[src/rtl/mem_stage.sv]
// rtl/mem_stage.sv - RISC-V memory-access stage: data-bus handshake, wait/timeout FSM, MEM/WB register
module mem_stage #(
  parameter int TIMEOUT = 16
) (
  input  logic        clk,
  input  logic        rstb,
  input  logic [31:0] ExMem_AluResult,
  input  logic [31:0] ExMem_AluB_Pc4,
  input  logic        ExMem_MemRead,
  input  logic        ExMem_MemWrite,
  input  logic        ExMem_MemToReg,
  input  logic [4:0]  ExMem_RegRd,
  input  logic        ExMem_RegWrite,
  output logic        DMem_Req,
  output logic        DMem_We,
  output logic [31:0] DMem_Addr,
  output logic [31:0] DMem_WData,
  input  logic        DMem_Ready,
  input  logic [31:0] DMem_RData,
  output logic        Mem_Stall,
  output logic        Mem_Misalign,
  output logic        Mem_BusErr,
  output logic [4:0]  MemWb_RegRd,
  output logic        MemWb_RegWrite,
  output logic        MemWb_MemToReg,
  output logic [31:0] MemWb_AluResult,
  output logic [31:0] MemWb_ReadData,
  output logic [31:0] Wb_RegWData
);

  typedef enum logic {IDLE, WAIT} stateT;

  stateT      state, stateNext;
  logic [7:0] cnt, cntNext;
  logic       isMem, access, misaligned, lastCycle, complete, abort, stall;

  assign isMem      = ExMem_MemRead | ExMem_MemWrite;
  assign access     = isMem & (ExMem_AluResult[1:0] == 2'b00);
  assign misaligned = isMem & (ExMem_AluResult[1:0] != 2'b00);
  assign lastCycle  = (state == WAIT) && (cnt == 8'(TIMEOUT - 1));
  assign complete   = access & DMem_Ready;
  assign abort      = access & ~DMem_Ready & lastCycle;
  assign stall      = access & ~DMem_Ready & ~lastCycle;

  // Bus-side outputs are gated by reset so an in-flight transfer vanishes immediately
  assign DMem_Req   = access & rstb;
  assign DMem_We    = ExMem_MemWrite & rstb;
  assign DMem_Addr  = rstb ? {ExMem_AluResult[31:2], 2'b00} : 32'd0;
  assign DMem_WData = rstb ? ExMem_AluB_Pc4 : 32'd0;
  assign Mem_Stall  = stall & rstb;

  always_ff @(posedge clk or negedge rstb) begin
    if (!rstb) begin
      state <= IDLE;
      cnt   <= 8'd0;
    end else begin
      state <= stateNext;
      cnt   <= cntNext;
    end
  end

  always_comb begin
    stateNext = state;
    cntNext   = cnt;
    case (state)
      IDLE: begin
        if (access && !DMem_Ready) begin
          stateNext = WAIT;
          cntNext   = 8'd1;
        end
      end
      WAIT: begin
        if (!access || DMem_Ready || lastCycle) begin
          stateNext = IDLE;
          cntNext   = 8'd0;
        end else begin
          cntNext = cnt + 8'd1;
        end
      end
      default: begin
        stateNext = IDLE;
        cntNext   = 8'd0;
      end
    endcase
  end

  always_ff @(posedge clk or negedge rstb) begin
    if (!rstb) begin
      Mem_Misalign    <= 1'b0;
      Mem_BusErr      <= 1'b0;
      MemWb_RegRd     <= 5'd0;
      MemWb_RegWrite  <= 1'b0;
      MemWb_MemToReg  <= 1'b0;
      MemWb_AluResult <= 32'd0;
      MemWb_ReadData  <= 32'd0;
    end else begin
      if (misaligned) Mem_Misalign <= 1'b1;
      if (abort)      Mem_BusErr   <= 1'b1;
      if (complete || (!access && !misaligned)) begin
        MemWb_RegRd     <= ExMem_RegRd;
        MemWb_RegWrite  <= ExMem_RegWrite;
        MemWb_MemToReg  <= ExMem_MemToReg;
        MemWb_AluResult <= ExMem_AluResult;
        if (complete && ExMem_MemRead) MemWb_ReadData <= DMem_RData;
      end else begin
        // Stall, misalign or abort: insert a bubble, keep data fields
        MemWb_RegRd    <= 5'd0;
        MemWb_RegWrite <= 1'b0;
        MemWb_MemToReg <= 1'b0;
      end
    end
  end

  assign Wb_RegWData = MemWb_MemToReg ? MemWb_ReadData : MemWb_AluResult;

endmodule

[config.mk]
export PLATFORM = sky130hd
export DESIGN_NAME = mem_stage
export DESIGN_NICKNAME = d
export VERILOG_FILES = /design/src/rtl/mem_stage.sv
export SDC_FILE = /design/constraint.sdc
export NUM_CORES = 1
export LEC_CHECK = 0
export BUFFER_PORTS_ARGS = -buffer_cell sky130_fd_sc_hd__clkbuf_2
export CORE_AREA = 2 2 107 109
export CTS_CLUSTER_DIAMETER = 100
export DETAILED_ROUTE_END_ITERATION = 6
export DIE_AREA = 0 0 109 111
export PLACE_DENSITY = 0.76
export SETUP_SLACK_MARGIN = 0.05
export SLEW_MARGIN = 20
export SYNTH_ARGS = -nofsm -noshare
export SYNTH_HDL_FRONTEND = slang
export SYNTH_SLANG_ARGS = --single-unit
[constraint.sdc]
create_clock -name clk -period 2.4 [get_ports clk]
set_input_delay 0.48 -clock clk [delete_from_list [all_inputs] [get_ports clk]]
set_output_delay 0.48 -clock clk [all_outputs]
set_load 0.1 [all_outputs]
# Word-level counts from Yosys, hierarchy flattened
# Cells that the tools add are included.
[op_classes]
mux = 12
addsub = 1
div = 0
n_bitwise = 13
n_mul = 0
n_shift = 0
n_eq_ne = 2
n_lt_le_gt_ge = 0
reduce_logical = 13
[op_table]
columns = ["operator", "n"]
rows = [
  ["32-bit 2-to-1 mux", 3],
  ["8-bit 2-to-1 mux", 2],
  ["8-bit case mux with 2 select lines", 1],
  ["1-bit bitwise AND", 9],
  ["8-bit by 1-bit adder with 8-bit output (second input constant)", 1],
  ["8-bit by 4-bit == test with 1-bit output (second input constant)", 1],
  ["5-bit 2-to-1 mux", 1],
  ["1-bit logical AND", 4],
  ["1-bit 2-to-1 mux", 4],
  ["1-bit zero test", 3],
  ["1-bit logical OR", 3],
  ["1-bit inverter", 3],
  ["2-bit zero test", 1],
  ["2-bit != test (second input constant)", 1],
  ["1-bit case mux with 2 select lines", 1],
  ["2-bit AND reduction", 1],
  ["2-bit nonzero test", 1],
  ["1-bit bitwise OR", 1],
]
[totals]
rom_bits = 0
latch_bits = 0
mem_bits_rw = 0
n_memories = 0
reg_bits = 82
wordCells = 50

# Logic depth before layout (Yosys ltp)
# Gate-level depths: netlist of the first run.
[logic_depth]
word_depth = 7
depth_mapped = 6
mapped_depth_nobuf = 5

# Least setup slack after synthesis of the first run
# Ideal clock, no wire load.
[synth_path]
kind = "register -> output"
from = "reg MemWb_MemToReg"
to = "out Wb_RegWData[10]"
path_stages_with_launch = 4
t_arrival_ps = 2094
setup_slack_ps = -174
path_cell_list = "dfrtp_1 > clkbuf_1 > buf_1 > mux2_2"
[synth_via]
elab_chain_len = 1
[synth_rtl]
columns = ["element", "line", "source"]
rows = [
  ["from (decl)", "25", "output logic MemWb_MemToReg,"],
  ["from (signal assigned)", "102", "MemWb_MemToReg <= ExMem_MemToReg;"],
  ["32-bit 2-to-1 mux", "114", "assign Wb_RegWData = MemWb_MemToReg ? MemWb_ReadData : MemWb_AluResult;"],
  ["to (decl)", "28", "output logic [31:0] Wb_RegWData"],
]
# Every way passes these cells.

# Final worst setup path of the first run
[layout_path]
from = "reg cnt[0]"
to = "out Mem_Stall"
[layout_via]
elab_chain_len = 5
[layout_rtl]
columns = ["element", "line", "source"]
rows = [
  ["from (decl)", "34", "logic [7:0] cnt, cntNext;"],
  ["from (signal assigned)", "58", "cnt <= cntNext;"],
  ["8-bit by 4-bit == test with 1-bit output", "40", "assign lastCycle = (state == WAIT) && (cnt == 8'(TIMEOUT - 1));"],
  ["1-bit logical AND", "40", ""],
  ["1-bit inverter", "43", "assign stall = access & ~DMem_Ready & ~lastCycle;"],
  ["1-bit bitwise AND", "43", ""],
  ["1-bit bitwise AND", "50", "assign Mem_Stall = stall & rstb;"],
  ["to (decl)", "20", "output logic Mem_Stall,"],
]
# Every way passes these cells.

==> results.json, run 1 <==
{
  "crit_arrival_ns": 1.78,
  "grt_pass1_vias": 3811,
  "yosysWarnings": 0,
  "status": "finished, final reports clean",
  "cp_slowest_cell": "dfrtp_1",
  "ys_seq_area_share_pct": 50.96,
  "worstPathCellList": "ha_2 > and3_4 > and3_4 > nor2_2 > and2_2 > buf_12",
  "grt_pass1_wl_mm": 19.31,
  "cts_root_buf": "clkbuf_16",
  "cts_buffer_depth": 2,
  "overflow": 0,
  "async_flop_share_pct": 100.0,
  "p_switching_mw": 3.824,
  "hpwl_mm": 9.631,
  "rsz0062_at_grt": "no",
  "synthTopCellsByArea": "dfrtp_1 51%, mux2_2 27%, and2_1 9.9%",
  "avgViaCountPerCell": 4.828,
  "yosys-top-cells-count": "96 x mux2_2, 82 x dfrtp_1, 64 x and2_1",
  "cp_max_fo": 6,
  "drt_wl_total_mm": 12.34,
  "synth_ff_type": "dfrtp_1",
  "fillCellCount": 849,
  "yosysUniqueCellTypes": 36,
  "ant_nets": 0,
  "p_sw_share_pct": 53.47,
  "start_util_pct": 36.35,
  "vias": 3611,
  "seq_power_share_pct": 24.8,
  "criticalPathCategory": "reg2out",
  "finalWeightedCongestion": 0.8650,
  "tns_ns": 0,
  "min_period_ns": 2.261,
  "clock-sinks": 82,
  "p_int_mw": 3.328,
  "portBuffers": 277,
  "drc": 0,
  "regArea_um2": 2053,
  "vdd.ir_drop.worst_mv": 0.6750,
  "max_slew.worst_pin.slew_ns": 0.5640,
  "layout-drive-gt1-share_pct": 68.26,
  "first_iter_violations": 144,
  "synth_top_area_cell": "dfrtp_1",
  "pwr-share-comb_pct": 54.3,
  "area_growth_pct": 72.44,
  "required_ns": 1.92,
  "fmax_ghz": 0.4422,
  "clk_pin_slew_ns": 0.06,
  "synth.avg_cell_area_um2": 12.50,
  "ys_ff_latch": 82,
  "min_period_over_period_pct": 94.22,
  "diodes": 0,
  "htreeDepth": 3,
  "die-area_um2": 12100,
  "hp-class": "in2async",
  "p_per_area_nw_per_um2": 1030,
  "synth.top_cell.area_share_pct": 50.96,
  "nets": 710,
  "p_leak_nw": 3.389,
  "clockPowerShare_pct": 20.9,
  "drtPass1Iterations": 4,
  "worstSetupEndpointType": "output pin",
  "grt_max_degree": 66,
  "setup_slack_ns": 0.1387,
  "cts_buffers": 9,
  "antenna_found_initial": 0,
  "yosysMostFrequentCell": "mux2_2",
  "cpPeakStageDelay_ns": 0.39,
  "drv_slew": 0,
  "netlist_area_um2": 4026,
  "start_kind": "flop",
  "slew_headroom_pct": 62.22,
  "ios": 280,
  "grt_usage_pct": 20.47,
  "dp_slack_ns": 0.4148,
  "hold_viol": 0,
  "multi_input_area_um2": 1876,
  "fin_skew_ns": 0.003816,
  "die_w_um": 109,
  "drv_cap": 0,
  "crit_path_frequent_cell": "and3_4",
  "core_area_um2": 11080,
  "die_y_um": 111,
  "setup_viol": 0,
  "syn_inst": 322,
  "cts_tree": "built",
  "synth-edff-count": 0,
  "num_rows": 39,
  "clock_latency_ns": 0.33,
  "avgRoutedWirePerCell_um": 16.50
}
registers in the layout, summed over array words and instances (netlist names):
register and flops:
MemWb_RegRd 5, state 1, MemWb_ReadData 32, Mem_BusErr 1
Mem_Misalign 1, cnt 8, MemWb_AluResult 32, MemWb_RegWrite 1
MemWb_MemToReg 1
routing by layer:
metal / track usage (%) / wire (µm)
met1: 23.38 / 4613
met2: 36.07 / 6735
met3: 5.820 / 779
met4: 6.923 / 212
met5: 0 / 0
cells in the final DEF (no fill, tap or decap), types with 2 or more instances in the layout:
cell / netlist / final
nand4_1: 2 / 2
inv_1: 2 / 2
buf_4: 5 / 11
clkbuf_2: 1 / 211
buf_12: 0 / 68
a21oi_1: 4 / 3
conb_1: 1 / 2
nand2_1: 2 / 2
o21bai_1: 2 / 2
and2_2: 1 / 2
mux2i_1: 2 / 2
clkinvlp_4: 0 / 2
clkbuf_16: 0 / 9
clkbuf_8: 0 / 2
and2_1: 64 / 63
nor2_2: 1 / 2
nor2b_1: 8 / 8
and3_4: 2 / 2
mux2_2: 96 / 96
bufinv_16: 0 / 2
nor2_1: 5 / 4
and3_1: 4 / 3
dfrtp_1: 82 / 81
nand3_1: 7 / 7
critical path: cells and delay by family (launching register included):
| family | cells | cell delay (ns) |
|---|---|---|
| simple gates | 4 | 0.69 |
| flops | 1 | 0.39 |
| fa+ha+maj | 1 | 0.20 |
| buf+inv | 1 | 0.17 |
kinds of logic after synthesis:
group / share of synthesized area, %
AND/OR/NAND/NOR: 15.60
adder cells (fa/ha/maj): 0.3107
buffers and inverters: 3.139
multiplexers: 27.63
flip-flops: 50.96
AO/OA/AOI/OAI: 2.269
other: 0.09314
what timing repair did:
action                                  in CTS  in global routing
setup buffers                                1                  1
resized for setup                            0                  3
hold buffers                                 0                  0
endpoints found under the setup margin       1                  1
power groups by stage:
| stage | Combinational (mW) | Clock (mW) | Sequential (mW) |
|---|---|---|---|
| 3_3_place_gp | 3.86 | 0 | 1.79 |
| 5_1_grt | 3.98 | 1.58 | 1.80 |
| 2_1_floorplan | 1.64 | 0 | 3.29 |
| 3_5_place_dp | 3.89 | 0 | 1.80 |
| 4_1_cts | 3.90 | 1.53 | 1.78 |
| 6_report | 3.88 | 1.49 | 1.78 |
final cells by class:
class                      count  share of cell area, %
tap                          143                  2.577
multi-input combinational    216                  27.01
clock buffer                  11                  3.640
inverter                       2                 0.1081
timing repair buffer         290                  36.01
clock inverter                 4                  1.081
sequential                    82                  29.57
stage by stage:
| stage | utilization (%) | hold slack (ns) | cell area [µm²] | cells | total power [mW] |
|---|---|---|---|---|---|
| floorplan | - | 0.1844 | 4033 | 323 | 4.928 |
| global placement | 59.49 | 0.4548 | 6590 | 731 | 5.643 |
| detailed placement | 59.49 | 0.4797 | 6590 | 731 | 5.690 |
| CTS | 62.52 | 0.1311 | 6925 | 747 | 7.203 |
| global route | 62.68 | 0.1420 | 6943 | 748 | 7.366 |
| finish | 62.68 | 0.1477 | 6943 | 748 | 7.152 |
path summary, 6_finish.rpt:
check,end,slack [ns],cells after the start,start
min in group clk,MemWb_RegRd[2]$_DFF_PN0_,0.37,2,ExMem_RegRd[2]
min,MemWb_AluResult[4]$_DFFE_PN0N_,0.15,2,rstb
max reg2reg,cnt[5]$_DFFE_PN0P_,0.75,5,cnt[0]$_DFFE_PN0P_
max,Mem_Stall,0.14,6,cnt[0]$_DFFE_PN0P_
max in group asynchronous,MemWb_ReadData[0]$_DFFE_PN0P_,1.78,3,rstb
min reg2reg,Mem_BusErr$_DFFE_PN0P_,0.50,1,Mem_BusErr$_DFFE_PN0P_
No activity file was read; power rests on OpenSTA's default activity.
==> inputs of run 2 (changes only) <==
Settings changed: ABC_AREA from default to 1, CORE_AREA 2 2 107 109 to 2 2 110 112, DIE_AREA 0 0 109 111 to 0 0 112 114, PLACE_DENSITY 0.76 to 0.75.
==> run 2 against run 1 <==
Global-route usage increased by 1.1 points. Clock power decreased by 9%. Critical endpoint unchanged. Synthesized cell count increased by 81%. Highest routed layer unchanged. Via count increased by 25%. Largest power group unchanged.
==> results.json, run 2 <==
{
  "yosysUniqueCellTypes": 28,
  "required_ns": 1.92,
  "setup_slack_ns": 0.1583,
  "hold_viol": 0,
  "cts_tree": "built",
  "cts_root_buf": "clkbuf_16",
  "async_flop_share_pct": 100.0,
  "ys_seq_area_share_pct": 47.28,
  "drv_cap": 0,
  "total_power_mw": 7.154,
  "cpPeakStageDelay_ns": 0.41,
  "syn_inst": 582,
  "ys_ff_latch": 82,
  "first_iter_violations": 194,
  "die_y_um": 114,
  "hpwl_mm": 11.18,
  "hp-class": "in2async",
  "yosys-top-cells-count": "153 x nand2_1, 147 x inv_1, 82 x dfrtp_1",
  "portBuffers": 277,
  "die_w_um": 112,
  "ant_nets": 0,
  "start_kind": "flop",
  "clock_latency_ns": 0.33,
  "cts_buffer_depth": 2,
  "vias": 4530,
  "yosysMostFrequentCell": "nand2_1",
  "criticalPathCategory": "reg2out",
  "area_growth_pct": 79.48,
  "post_cts_buffers": 0,
  "tns_ns": 0,
  "die-area_um2": 12770,
  "synth_ff_type": "dfrtp_1",
  "fin_skew_ns": 0.001723,
  "drt_wl_total_mm": 13.90,
  "drtPass1Iterations": 4,
  "cp_slowest_cell": "dfrtp_1",
  "finalWeightedCongestion": 0.8220,
  "vdd.ir_drop.worst_mv": 0.6814,
  "avgViaCountPerCell": 4.507,
  "htreeDepth": 3,
  "clock-sinks": 82,
  "core_area_um2": 11710,
  "netlist_area_um2": 4340,
  "rsz0062_at_grt": "no",
  "ios": 280,
  "grt_max_degree": 72,
  "worstPathCellList": "ha_1 > nand3_2 > nor2_1 > nand2_2 > inv_1 > nor3_4 > buf_12",
  "min_period_over_period_pct": 93.40,
  "overflow": 0,
  "cp_top_family": "simple AND/OR/NAND/NOR gates",
  "cp_max_fo": 4,
  "synth_top_area_cell": "dfrtp_1",
  "synthTopCellsByArea": "dfrtp_1 47%, nand2_1 13%, inv_1 13%",
  "drc": 0,
  "synth-edff-count": 0,
  "cts_buffers": 9,
  "worstSetupEndpointType": "output pin",
  "grt_pass1_wl_mm": 21.84,
  "crit_buf_inv": 2,
  "setup_viol": 0,
  "synth.top_cell.area_share_pct": 47.28,
  "num_rows": 40,
  "dp_slack_ns": 0.4857,
  "layout_commonest_cell": "clkbuf_2",
  "status": "finished, final reports clean",
  "max_slew.worst_pin.slew_ns": 0.5919,
  "synth.avg_cell_area_um2": 7.458,
  "crit_arrival_ns": 1.76,
  "min_period_ns": 2.242,
  "final_cell_mix": "178 x clkbuf_2, 152 x nand2_1, 147 x inv_1",
  "avgRoutedWirePerCell_um": 13.83,
  "reg.largest.list": "MemWb_AluResult x32, MemWb_ReadData x32, cnt x8",
  "slew_headroom_pct": 60.54,
  "antenna_found_initial": 1,
  "p_leak_nw": 4.437,
  "grt_usage_pct": 21.60,
  "clk_pin_slew_ns": 0.06,
  "p_per_area_nw_per_um2": 918.4,
  "layout-drive-gt1-share_pct": 43.76,
  "start_util_pct": 37.06,
  "drv_slew": 0,
  "grt_pass1_vias": 4404,
  "yosysWarnings": 0,
  "nets": 961,
  "fmax_ghz": 0.4461
}
-- run 2: layout make-up --
class / count / area [µm²]
antenna: 1 / 2.502
clock buffer: 13 / 250.2
clock inverter: 3 / 40.04
fill: 919 / 3921
inverter: 147 / 551.8
multi-input combinational: 325 / 1723
sequential: 82 / 2053
tap: 147 / 183.9
timing repair buffer: 287 / 2985
-- run 2: cell families (layout without fill, tap and decap cells) --
| logic type | Yosys count | in the layout | synth area share [%] |
|---|---|---|---|
| compound gates | 108 | 108 | 15.28 |
| xor+xnor | 3 | 3 | 0.6055 |
| fa+ha+maj | 1 | 1 | 0.2882 |
| buf+inv | 176 | 450 | 16.72 |
| flops | 82 | 82 | 47.28 |
| other cells | 1 | 3 | 0.08640 |
| simple gates | 211 | 211 | 19.75 |
-- run 2: per-layer routing --
layer / GRT usage, % / part of all wire (%) / routed length (µm)
met1: 24.39 / 38 / 5248
met3: 6.695 / 8.2 / 1144
met2: 37.74 / 51 / 7083
met5: 0 / 0 / 0
met4: 9.756 / 3.0 / 419
-- run 2: path summary, 6_finish.rpt --
check                      slack (ns)                startpoint  cells after the start                        endpoint
min reg2reg                      0.47  Mem_Misalign$_DFFE_PN0P_                      2        Mem_Misalign$_DFFE_PN0P_
max                              0.16        cnt[1]$_DFFE_PN0P_                      7                       Mem_Stall
max in group asynchronous        1.56                      rstb                      3  MemWb_ReadData[12]$_DFFE_PN0P_
min                              0.03                      rstb                      1   MemWb_ReadData[2]$_DFFE_PN0P_
max reg2reg                      0.98        cnt[1]$_DFFE_PN0P_                      6              cnt[4]$_DFFE_PN0P_
min in group clk                 0.34            ExMem_RegRd[4]                      3        MemWb_RegRd[4]$_DFF_PN0_
-- run 2: power by group --
group          leakage (nW)  internal (mW)  switching [mW]
sequential            0.990           1.58           0.138
combinational          3.30          0.942            3.14
clock                 0.144          0.832           0.525
-- run 2: timing repair --
item,CTS,global route
resized for setup,0,2
endpoints found under the hold margin,0,0
setup endpoints to repair,0,1
hold buffers,0,0
-- run 2: stage by stage --
| stage | instances | instance area [µm²] | hold WS (ns) | utilization, % |
|---|---|---|---|---|
| 2_1_floorplan | 583 | 4497 | 0.1844 | - |
| 3_3_place_gp | 988 | 7490 | 0.3748 | 63.95 |
| 3_5_place_dp | 988 | 7490 | 0.3795 | 63.95 |
| 4_1_cts | 1004 | 7780 | 0.01990 | 66.43 |
| 5_1_grt | 1005 | 7790 | 0.02742 | 66.52 |
| 6_report | 1005 | 7790 | 0.02874 | 66.52 |
==> inputs of run 3 (changes only) <==
==> constraint.sdc (replaced) <==
create_clock -name clk -period 2.4 [get_ports clk]
set_input_delay 0.36 -clock clk [delete_from_list [all_inputs] [get_ports clk]]
set_output_delay 0.36 -clock clk [all_outputs]
set_load 0.1 [all_outputs]
==> run 3 against run 2 <==
Critical path depth stayed put. Global-route usage is 0.55 points lower. Worst setup slack improved by 0.16 ns. Clock skew is 0.0017 ns higher. Register-to-register slack barely moved. Sequential share of layout area grew 0.74 points. Sequential power barely moved. Via count is 1.1% lower. Wire length down 3.5%. Cell count is the same. Largest cell class unchanged. Highest routed layer unchanged.
==> results.json, run 3 (synthesized netlist as in run 2, its figures left out) <==
{
  "fmax_ghz": 0.4796,
  "ios": 280,
  "fillCellCount": 963,
  "htreeDepth": 3,
  "drc": 0,
  "hold_end": "MemWb_RegRd[3]$_DFF_PN0_",
  "cts_buffer_depth": 2,
  "hpwl_mm": 10.53,
  "regArea_um2": 2053,
  "crit_buf_inv": 2,
  "post_cts_buffers": 0,
  "num_rows": 40,
  "timing.rr.end": "cnt[1]$_DFFE_PN0P_",
  "antenna_found_initial": 0,
  "rr_startpoint": "cnt[0]$_DFFE_PN0P_",
  "reg.largest.list": "MemWb_AluResult x32, MemWb_ReadData x32, cnt x8",
  "portBuffers": 277,
  "die_y_um": 114,
  "grt_usage_pct": 21.05,
  "cts_resized": 0,
  "max_slew.worst_pin.slew_ns": 0.6794,
  "drv_cap": 0,
  "grt_pass1_wl_mm": 21.42,
  "hold_ws_ns": 0.2107,
  "cp_top_family": "simple AND/OR/NAND/NOR gates",
  "holdPathStages": 3,
  "slew_headroom_pct": 54.56,
  "die-area_um2": 12770,
  "start_util_pct": 37.06,
  "setup_viol": 0,
  "nets": 962,
  "overflow": 0,
  "total_power_mw": 7.432,
  "clock_latency_ns": 0.33,
  "drt_wl_total_mm": 13.41,
  "status": "finished, final reports clean",
  "grt_pass1_vias": 4303,
  "hold_viol": 0,
  "grt_max_degree": 72,
  "layout-drive-gt1-share_pct": 43.71,
  "worstSetupEndpointType": "output pin",
  "cts_hold_buffers": 1,
  "finalWeightedCongestion": 0.8493,
  "ant_nets": 0,
  "multi_input_area_um2": 1705,
  "p_leak_nw": 4.395,
  "criticalPathCategory": "reg2out",
  "cp_max_fo": 4,
  "clk_pin_slew_ns": 0.06,
  "min_period_ns": 2.085,
  "cts_tree": "built",
  "first_iter_violations": 190,
  "min_period_over_period_pct": 86.87,
  "reg2reg_depth": 6,
  "worstPathCellList": "ha_1 > nand3_1 > nor2_1 > nand2_1 > inv_1 > nor3_4 > buf_12",
  "required_ns": 2.04,
  "p_per_area_nw_per_um2": 980.9,
  "die_w_um": 112,
  "layout_commonest_cell": "clkbuf_2",
  "start_kind": "flop",
  "crit_arrival_ns": 1.72,
  "clock-sinks": 82,
  "cp_slowest_cell": "dfrtp_1",
  "cts_root_buf": "clkbuf_16",
  "rsz0062_at_grt": "no",
  "drtPass1Iterations": 4,
  "worstSetupStartpoint": "cnt[0]$_DFFE_PN0P_",
  "avgViaCountPerCell": 4.459,
  "r2r_slack_ns": 0.98,
  "cts_buffers": 9,
  "hp-class": "in2reg",
  "diodes": 0,
  "final_cell_mix": "194 x clkbuf_2, 153 x nand2_1, 147 x inv_1",
  "holdCritStartpoint": "ExMem_RegRd[3]",
  "vdd.ir_drop.worst_mv": 0.5843,
  "vias": 4481,
  "core_area_um2": 11710,
  "cpPeakStageDelay_ns": 0.40,
  "fin_skew_ns": 0.003386,
  "avgRoutedWirePerCell_um": 13.34,
  "area_growth_pct": 74.55,
  "drv_slew": 0
}
[run 3: cell types whose count changed in the layout (fill, tap and decap cells not counted), moves of 2 or more]
cell	delta
buf_12	-20
buf_4	+4
bufinv_16	+3
clkbuf_1	-3
clkbuf_2	+16
clkinv_2	-2
clkinv_4	+2
[run 3: area by class of cell]
type	count	share of cell area (%)
Clock buffer	10	3.154
Sequential cell	82	27.10
Timing Repair Buffer	288	35.71
Inverter	147	7.283
Multi-Input combinational cell	325	22.51
Tap cell	147	2.428
Clock inverter	6	1.817
[run 3: worst register-to-register path, stage by stage, from the launching register on]
cell     delay [ns]
dfrtp_1        0.40
ha_1           0.24
nand3_1        0.13
nor2_1         0.06
nand2_1        0.11
nand3_1        0.18
o21ai_0        0.22
[run 3: where the power goes]
part / leakage, nW / total [mW] / internal [mW] / switching, mW
Clock: 0.183 / 1.71 / 1.15 / 0.556
Sequential: 0.990 / 1.72 / 1.58 / 0.141
Combinational: 3.22 / 4.01 / 0.887 / 3.12
[run 3: worst max-delay path by stage]
| stage | to | slack, ns | cells past startpoint |
|---|---|---|---|
| global placement | DMem_WData[15] | 0.57 | 5 |
| floorplan | Wb_RegWData[10] | -0.07 | 3 |
| detailed placement | DMem_WData[8] | 0.54 | 5 |
| finish | Mem_Stall | 0.32 | 7 |
| CTS | Mem_Stall | 0.29 | 7 |
| global route | Mem_Stall | 0.23 | 7 |
[run 3: metal layers]
layer  part of all wire, %  vias to the layer above  routed length (µm)  global-route usage (%)
met1                    38                     2015                5065                   23.52
met2                    52                      181                7000                   38.83
met3                   7.4                       28                 995                   4.942
li1                      -                     2257                   -                       -
met5                     0                        -                   0                       0
met4                   2.6                        0                 344                   8.374
[run 3: stage by stage]
step	instances	util (%)	instance area [µm²]	setup slack, ns	TNS, ns
after floorplan	583	-	4484	-0.07070	-1.951
after global placement	988	61.39	7189	0.5730	0
after detailed placement	988	61.39	7189	0.5383	0
after CTS	1005	64.69	7576	0.2857	0
after global routing	1005	64.69	7576	0.2272	0
final	1005	64.69	7576	0.3151	0
